<file path="config.mk">
export PLATFORM = sky130hd
export DESIGN_NAME = input_conditioner
export DESIGN_NICKNAME = d
export VERILOG_FILES = /design/src/rtl/alarm_pkg.sv /design/src/rtl/debounce_channel.sv /design/src/rtl/input_conditioner.sv
export SDC_FILE = /design/constraint.sdc
export NUM_CORES = 1
export LEC_CHECK = 0
export ABC_AREA = 1
export BUFFER_PORTS_ARGS = -buffer_cell sky130_fd_sc_hd__buf_2
export CORE_ASPECT_RATIO = 0.7
export CORE_MARGIN = 3
export CORE_UTILIZATION = 55
export CTS_BUF_LIST = sky130_fd_sc_hd__clkbuf_4
export CTS_CLUSTER_SIZE = 28
export DETAILED_ROUTE_END_ITERATION = 10
export PLACE_DENSITY = 0.7
export SLEW_MARGIN = 5
export SYNTH_ARGS = -nofsm -noshare
export SYNTH_HDL_FRONTEND = slang
export SYNTH_HIERARCHICAL = 1
export SYNTH_SLANG_ARGS = --single-unit
</file>
<file path="constraint.sdc">
create_clock -name clk -period 1.9 [get_ports clk]
set_input_delay 0.19 -clock clk [delete_from_list [all_inputs] [get_ports clk]]
set_output_delay 0.19 -clock clk [all_outputs]
set_load 0.03 [all_outputs]
</file>
<file path="src/rtl/alarm_pkg.sv">
// Shared type definitions for the input conditioner and the downstream alarm FSM.
// Both stages import this package so that they use one set of state encodings.
package alarm_pkg;

    typedef enum logic [1:0] {
        IDLE_LOW,
        WAIT_HIGH,
        STABLE_HIGH,
        WAIT_LOW
    } deb_state_t;

    typedef enum logic [1:0] {
        ALARM_OFF,
        ALARM_ARMED,
        ALARM_TRIGGERED,
        ALARM_SOUNDING
    } alarm_state_t;

endpackage

</file>
<file path="src/rtl/debounce_channel.sv">
// One debounced input: a 2-FF synchronizer feeding a counter FSM that produces a
// registered level and a single-cycle pulse on each accepted rise.
//
// state       | meaning
// IDLE_LOW    | accepted level 0, input quiet
// WAIT_HIGH   | input went high, counting stable-high cycles
// STABLE_HIGH | accepted level 1, input quiet
// WAIT_LOW    | input went low, counting stable-low cycles
module debounce_channel
    import alarm_pkg::*;
#(
    parameter int DEBOUNCE_CYCLES = 1_000_000
) (
    input  logic clk,
    input  logic rst,
    input  logic raw,
    output logic level,
    output logic pulse
);

    localparam int CNT_W = $clog2(DEBOUNCE_CYCLES);
    localparam logic [CNT_W-1:0] CNT_LAST = CNT_W'(DEBOUNCE_CYCLES - 1);

    logic             sync_meta;
    logic             s;
    deb_state_t       state;
    logic [CNT_W-1:0] cnt;

    always_ff @(posedge clk) begin
        if (rst) begin
            sync_meta <= 1'b0;
            s         <= 1'b0;
            state     <= IDLE_LOW;
            cnt       <= '0;
            level     <= 1'b0;
            pulse     <= 1'b0;
        end else begin
            sync_meta <= raw;
            s         <= sync_meta;
            pulse     <= 1'b0;
            case (state)
                IDLE_LOW: begin
                    if (s) begin
                        state <= WAIT_HIGH;
                        cnt   <= '0;
                    end
                end
                WAIT_HIGH: begin
                    if (!s) begin
                        state <= IDLE_LOW;
                    end else if (cnt == CNT_LAST) begin
                        state <= STABLE_HIGH;
                        level <= 1'b1;
                        pulse <= 1'b1;
                    end else begin
                        cnt <= cnt + CNT_W'(1);
                    end
                end
                STABLE_HIGH: begin
                    if (!s) begin
                        state <= WAIT_LOW;
                        cnt   <= '0;
                    end
                end
                WAIT_LOW: begin
                    // A return to high here is a release glitch: level stays, no pulse.
                    if (s) begin
                        state <= STABLE_HIGH;
                    end else if (cnt == CNT_LAST) begin
                        state <= IDLE_LOW;
                        level <= 1'b0;
                    end else begin
                        cnt <= cnt + CNT_W'(1);
                    end
                end
                default: begin
                    state <= IDLE_LOW;
                    level <= 1'b0;
                end
            endcase
        end
    end

endmodule

</file>
<file path="src/rtl/input_conditioner.sv">
// Conditions the raw H and B board inputs into clean levels and one-cycle rise
// pulses for the alarm FSM; the two channels are fully independent.
module input_conditioner
    import alarm_pkg::*;
#(
    parameter int DEBOUNCE_CYCLES = 1_000_000
) (
    input  logic clk,
    input  logic rst,
    input  logic raw_h,
    input  logic raw_b,
    output logic h_level,
    output logic b_level,
    output logic h_pulse,
    output logic b_pulse
);

    debounce_channel #(
        .DEBOUNCE_CYCLES(DEBOUNCE_CYCLES)
    ) u_deb_h (
        .clk  (clk),
        .rst  (rst),
        .raw  (raw_h),
        .level(h_level),
        .pulse(h_pulse)
    );

    debounce_channel #(
        .DEBOUNCE_CYCLES(DEBOUNCE_CYCLES)
    ) u_deb_b (
        .clk  (clk),
        .rst  (rst),
        .raw  (raw_b),
        .level(b_level),
        .pulse(b_pulse)
    );

endmodule

</file>
==> run summary <==
The wire length of the first global-routing pass was 13550 µm. The share of post-route cells with drive strength above 1 was 7.327%; the mean routed wirelength per cell was 14.03 µm. The most used flip-flop cell after synthesis is sky130_fd_sc_hd__dfxtp_1.

The total number of vias is 3153. Prior to clock tree synthesis, the placed netlist has a worst setup slack of 127.9 ps. Capturing point of the worst reg2reg path: u_deb_b/cnt[9]$_SDFFE_PP0P_. Via count of the first global-routing pass: 2748. The tree is rooted in a sky130_fd_sc_hd__clkbuf_4. The data required time of the worst path was 2190 ps; the upper clock frequency limit was 569.8 MHz.

The run gives 8 as the number of primary I/O pins. The number of enable flip-flop cells after synthesis works out to 0. In this run the cell area measured after placement is 0.003144 mm².

The count of nets left with antenna violations once routing finished came out at 0. The tools report the flop-to-flop setup slack as 140 ps. Averaged over all synthesized cells, the footprint is 6.205 µm². After clock tree synthesis, the clock-pin slew on the worst setup and hold paths is 160 ps. Final hold slack: 201.8 ps. The flow ran to the end, and the final reports show no timing, DRC or antenna violations. The tools report the nature of the critical path startpoint as a flip-flop. The worst-case IR drop observed on VDD is 0.4076 mV.

The run gives 494 as the number of filler instances in the final layout. The tools report the first element of the critical path as u_deb_b/cnt[0]$_SDFFE_PP0P_. Sequential cells were found to cover 34.52% of the synthesized design area.

The worst setup path is captured at a flip-flop. The number of antenna violations at the first check in global routing is 0, and the worst slew margin relative to its limit is 67.34%. TritonCTS built the clock tree.

The floorplan step set the die height to 67.95 µm. The area share of fa/ha/maj cells after synthesis was 0.8299%. The worst setup path is of the flip-flop to flip-flop kind.

The count of antenna diodes in the layout is 0, and the post-synthesis register bit count is 52. After legalization and detailed placement, the total HPWL measured 6223 µm. In this run the tool buffered the top-level ports with 7 buffer cells. The run gives 27 as the number of distinct standard cells referenced by the synthesized netlist. The biggest area consumer among synthesized cells was sky130_fd_sc_hd__dfxtp_1. The tools report the wire length after detailed routing as 8051 µm.

Along the worst path, the maximum fanout reaches 18. The simple-gate portion of the synthesized area is 45.15%, and the count of synthesis-stage warnings from yosys is 6. The synthesized-area fraction occupied by ao, oa, aoi and oai cells is 8.963%. Setup repair after global routing left no endpoint under its margin. The critical path endpoint was u_deb_b/cnt[9]$_SDFFE_PP0P_. Core footprint: 0.005019 mm². The minimum clock period after layout was 1755 ps; the largest net degree at the start of global routing was 19. For the pin with the worst max-slew slack, the measured transition is 488.8 ps. The tool flagged a number of max-cap violations equal to 0. The worst reg-to-reg path cell count came out at 9. The floorplan step defined a die boundary enclosing 0.006421 mm². Most instantiated library cell after synthesis: sky130_fd_sc_hd__nand2_1.

In this run the power density over the cells is 518.9 mW/mm². The run gives 144.9 ps as the setup slack after layout. The longest clock path from root to sink contains 2 buffers. The effective utilization at floorplan is 60.08%, and the mux contribution to synthesized area is 0%.

The H-tree was split into 2 levels. The cell area after layout was 0.003257 mm²; the post-layout utilization of the core was 64.90%. The launching point of the worst reg2reg path is u_deb_b/cnt[0]$_SDFFE_PP0P_. The mapped cell area came out at 0.003015 mm². The most utilized layer in the global route result is met1. The number of pins with negative max-slew slack in the final report was 0. The path type of the worst min-delay path was input port to flip-flop.

By count the netlist is led by sky130_fd_sc_hd__nand2_1, sky130_fd_sc_hd__nor2_1, sky130_fd_sc_hd__inv_1. The tools report the clock skew after layout as 7.243 ps. For the row count, the log shows 21.

The congestion estimate from routability-driven global placement came to 1.004. Of the total synthesized cell area, the portion taken by XOR and XNOR cells is 2.324%. By area the synthesized netlist is led by sky130_fd_sc_hd__dfxtp_1, sky130_fd_sc_hd__nand2_1, sky130_fd_sc_hd__nor2_1. Met1 track demand over resource in global routing: 43.26%. The combinational family with the most area after synthesis is simple AND/OR/NAND/NOR gates. For the number of cells in the design after placement, the log shows 563.

The synthesized design devotes to its leading area cell type 34.52% of total area. The run gives 27.32% as the global router's overall resource usage. For this run, the post-layout net count is 510. Global routing finished with a remaining overflow of 0.

The share of async-settable or async-resettable flops after synthesis was 0%; the leakage power was 1.273 nW. Relative to the synthesized area, the layout overhead comes to 8.008%. The largest registers in the layout are u_deb_b/cnt: 20 flops, u_deb_h/cnt: 20 flops. The finished layout holds 574 standard cells, fillers aside. The met3 track demand over resource in global routing was 9.560%. At the later pin of the worst-skew pair, clock insertion delay measures 370 ps.

For the number of hold-slack violations in the final timing report, the log shows 0. After detailed routing, the number of vias per cell comes to 5.493. Global routing consumed, on the met2 layer, 34.72% of the routing resources. Setup violations remaining at the end of the flow were counted as 0. The die is 94.50 µm wide.

The length of the first detailed-routing pass in iterations is 8, and the number of standard cells after synthesis is 486. Overall power consumption after layout is estimated at 1.690 mW. After routing, the total negative slack on setup checks comes to 0 ps. Number of buffers created by CTS: 5. The fraction of the cycle the final worst path needs was 92.37%; the number of design rule violations left after detail routing was 0.

The DRC violation total after the first TritonRoute iteration came out at 441. The logs give 492 for the total nets after synthesis and 52 for the count of clock tree sinks. STA puts the critical path data arrival time at 2050 ps.
## cell families (layout without fill, tap and decap cells)
group           count (synthesis)  in the layout
compound gates                 50             50
xor+xnor                        8              8
buf+inv                        62             81
fa+ha+maj                       2              2
flops                          52             52
simple gates                  312            312
## critical path: stages (launching register included)
cell	delay (ps)
sky130_fd_sc_hd__dfxtp_1	380
sky130_fd_sc_hd__ha_1	230
sky130_fd_sc_hd__nand3_2	150
sky130_fd_sc_hd__nor2_4	230
sky130_fd_sc_hd__nand3_4	160
sky130_fd_sc_hd__nand2_8	160
sky130_fd_sc_hd__inv_2	100
sky130_fd_sc_hd__nand2_1	70
sky130_fd_sc_hd__nand2_1	40
sky130_fd_sc_hd__and2_1	140
## layout by cell type (no fill, tap or decap)
| cell | synthesis | final |
|---|---|---|
| sky130_fd_sc_hd__dfxtp_1 | 52 | 51 |
| sky130_fd_sc_hd__dfxtp_2 | 0 | 1 |
| sky130_fd_sc_hd__o211ai_1 | 2 | 2 |
| sky130_fd_sc_hd__nor2_1 | 98 | 98 |
| sky130_fd_sc_hd__clkbuf_4 | 0 | 5 |
| sky130_fd_sc_hd__nand3_2 | 2 | 3 |
| sky130_fd_sc_hd__nand3_1 | 34 | 33 |
| sky130_fd_sc_hd__nand3b_1 | 4 | 4 |
| sky130_fd_sc_hd__ha_1 | 2 | 2 |
| sky130_fd_sc_hd__xor2_1 | 6 | 6 |
| sky130_fd_sc_hd__dlygate4sd3_1 | 0 | 2 |
| sky130_fd_sc_hd__o21a_1 | 4 | 4 |
| sky130_fd_sc_hd__and2_1 | 2 | 2 |
| sky130_fd_sc_hd__buf_4 | 0 | 6 |
| sky130_fd_sc_hd__nor2_2 | 2 | 2 |
| sky130_fd_sc_hd__xnor2_1 | 2 | 2 |
| sky130_fd_sc_hd__o21ai_1 | 2 | 2 |
| sky130_fd_sc_hd__nand2_8 | 0 | 2 |
| sky130_fd_sc_hd__nor2_4 | 2 | 2 |
| sky130_fd_sc_hd__a21oi_1 | 24 | 24 |
| sky130_fd_sc_hd__nand2_1 | 142 | 142 |
| sky130_fd_sc_hd__buf_2 | 0 | 7 |
| sky130_fd_sc_hd__o21ai_0 | 16 | 16 |
| sky130_fd_sc_hd__nor3b_2 | 0 | 1 |
| sky130_fd_sc_hd__nor3b_1 | 2 | 1 |
| sky130_fd_sc_hd__clkinvlp_4 | 0 | 2 |
| sky130_fd_sc_hd__o21bai_1 | 2 | 2 |
| sky130_fd_sc_hd__inv_2 | 4 | 4 |
| sky130_fd_sc_hd__inv_1 | 54 | 54 |
| sky130_fd_sc_hd__clkinv_1 | 0 | 1 |
| sky130_fd_sc_hd__nand3_4 | 2 | 2 |
| sky130_fd_sc_hd__nand4_1 | 16 | 16 |
| sky130_fd_sc_hd__nor3_1 | 4 | 4 |
## per-layer routing
layer	part of all wire (%)	wire length, µm
met3	13	1058
met1	52	4149
met5	0	0
met2	35	2812
met4	0.39	31
## final cells by class
class	instances	area, µm²	share of cell area, %
clock buffers	5	37.54	1.153
clock inverters	3	18.77	0.5763
inverters	58	217.7	6.685
multi-input cells	372	1754	53.86
flip-flops and latches	52	1042	32.00
well taps	69	86.33	2.651
repair buffers	15	100.1	3.073
## report_power, final
part,internal (mW),switching [mW],leakage (nW)
registers,1.10,0.00335,0.420
logic,0.0249,0.0624,0.828
clock network,0.140,0.363,0.0249
## what timing repair did
| item | 4_1_cts | 5_1_grt |
|---|---|---|
| setup endpoints to repair | 0 | 25 |
| hold buffers | 2 | 0 |
| gates resized for setup | 0 | 5 |
| endpoints found under the hold margin | 2 | 0 |
| setup buffers | 0 | 1 |
## worst min-delay path by stage
stage | end | cells after the start | from | slack [ps]
after floorplan | u_deb_b/cnt[17]$_SDFFE_PP0P_ | 1 | rst | 260
after global placement | u_deb_h/sync_meta$_SDFF_PP0_ | 3 | raw_h | 390
after detailed placement | u_deb_b/s$_SDFF_PP0_ | 2 | u_deb_b/sync_meta$_SDFF_PP0_ | 400
after CTS | u_deb_b/cnt[16]$_SDFFE_PP0P_ | 2 | rst | 190
after global routing | u_deb_b/cnt[16]$_SDFFE_PP0P_ | 2 | rst | 180
final | u_deb_b/state[0]$_SDFFE_PP0P_ | 2 | rst | 200
Power figures use the tool's default switching activity.
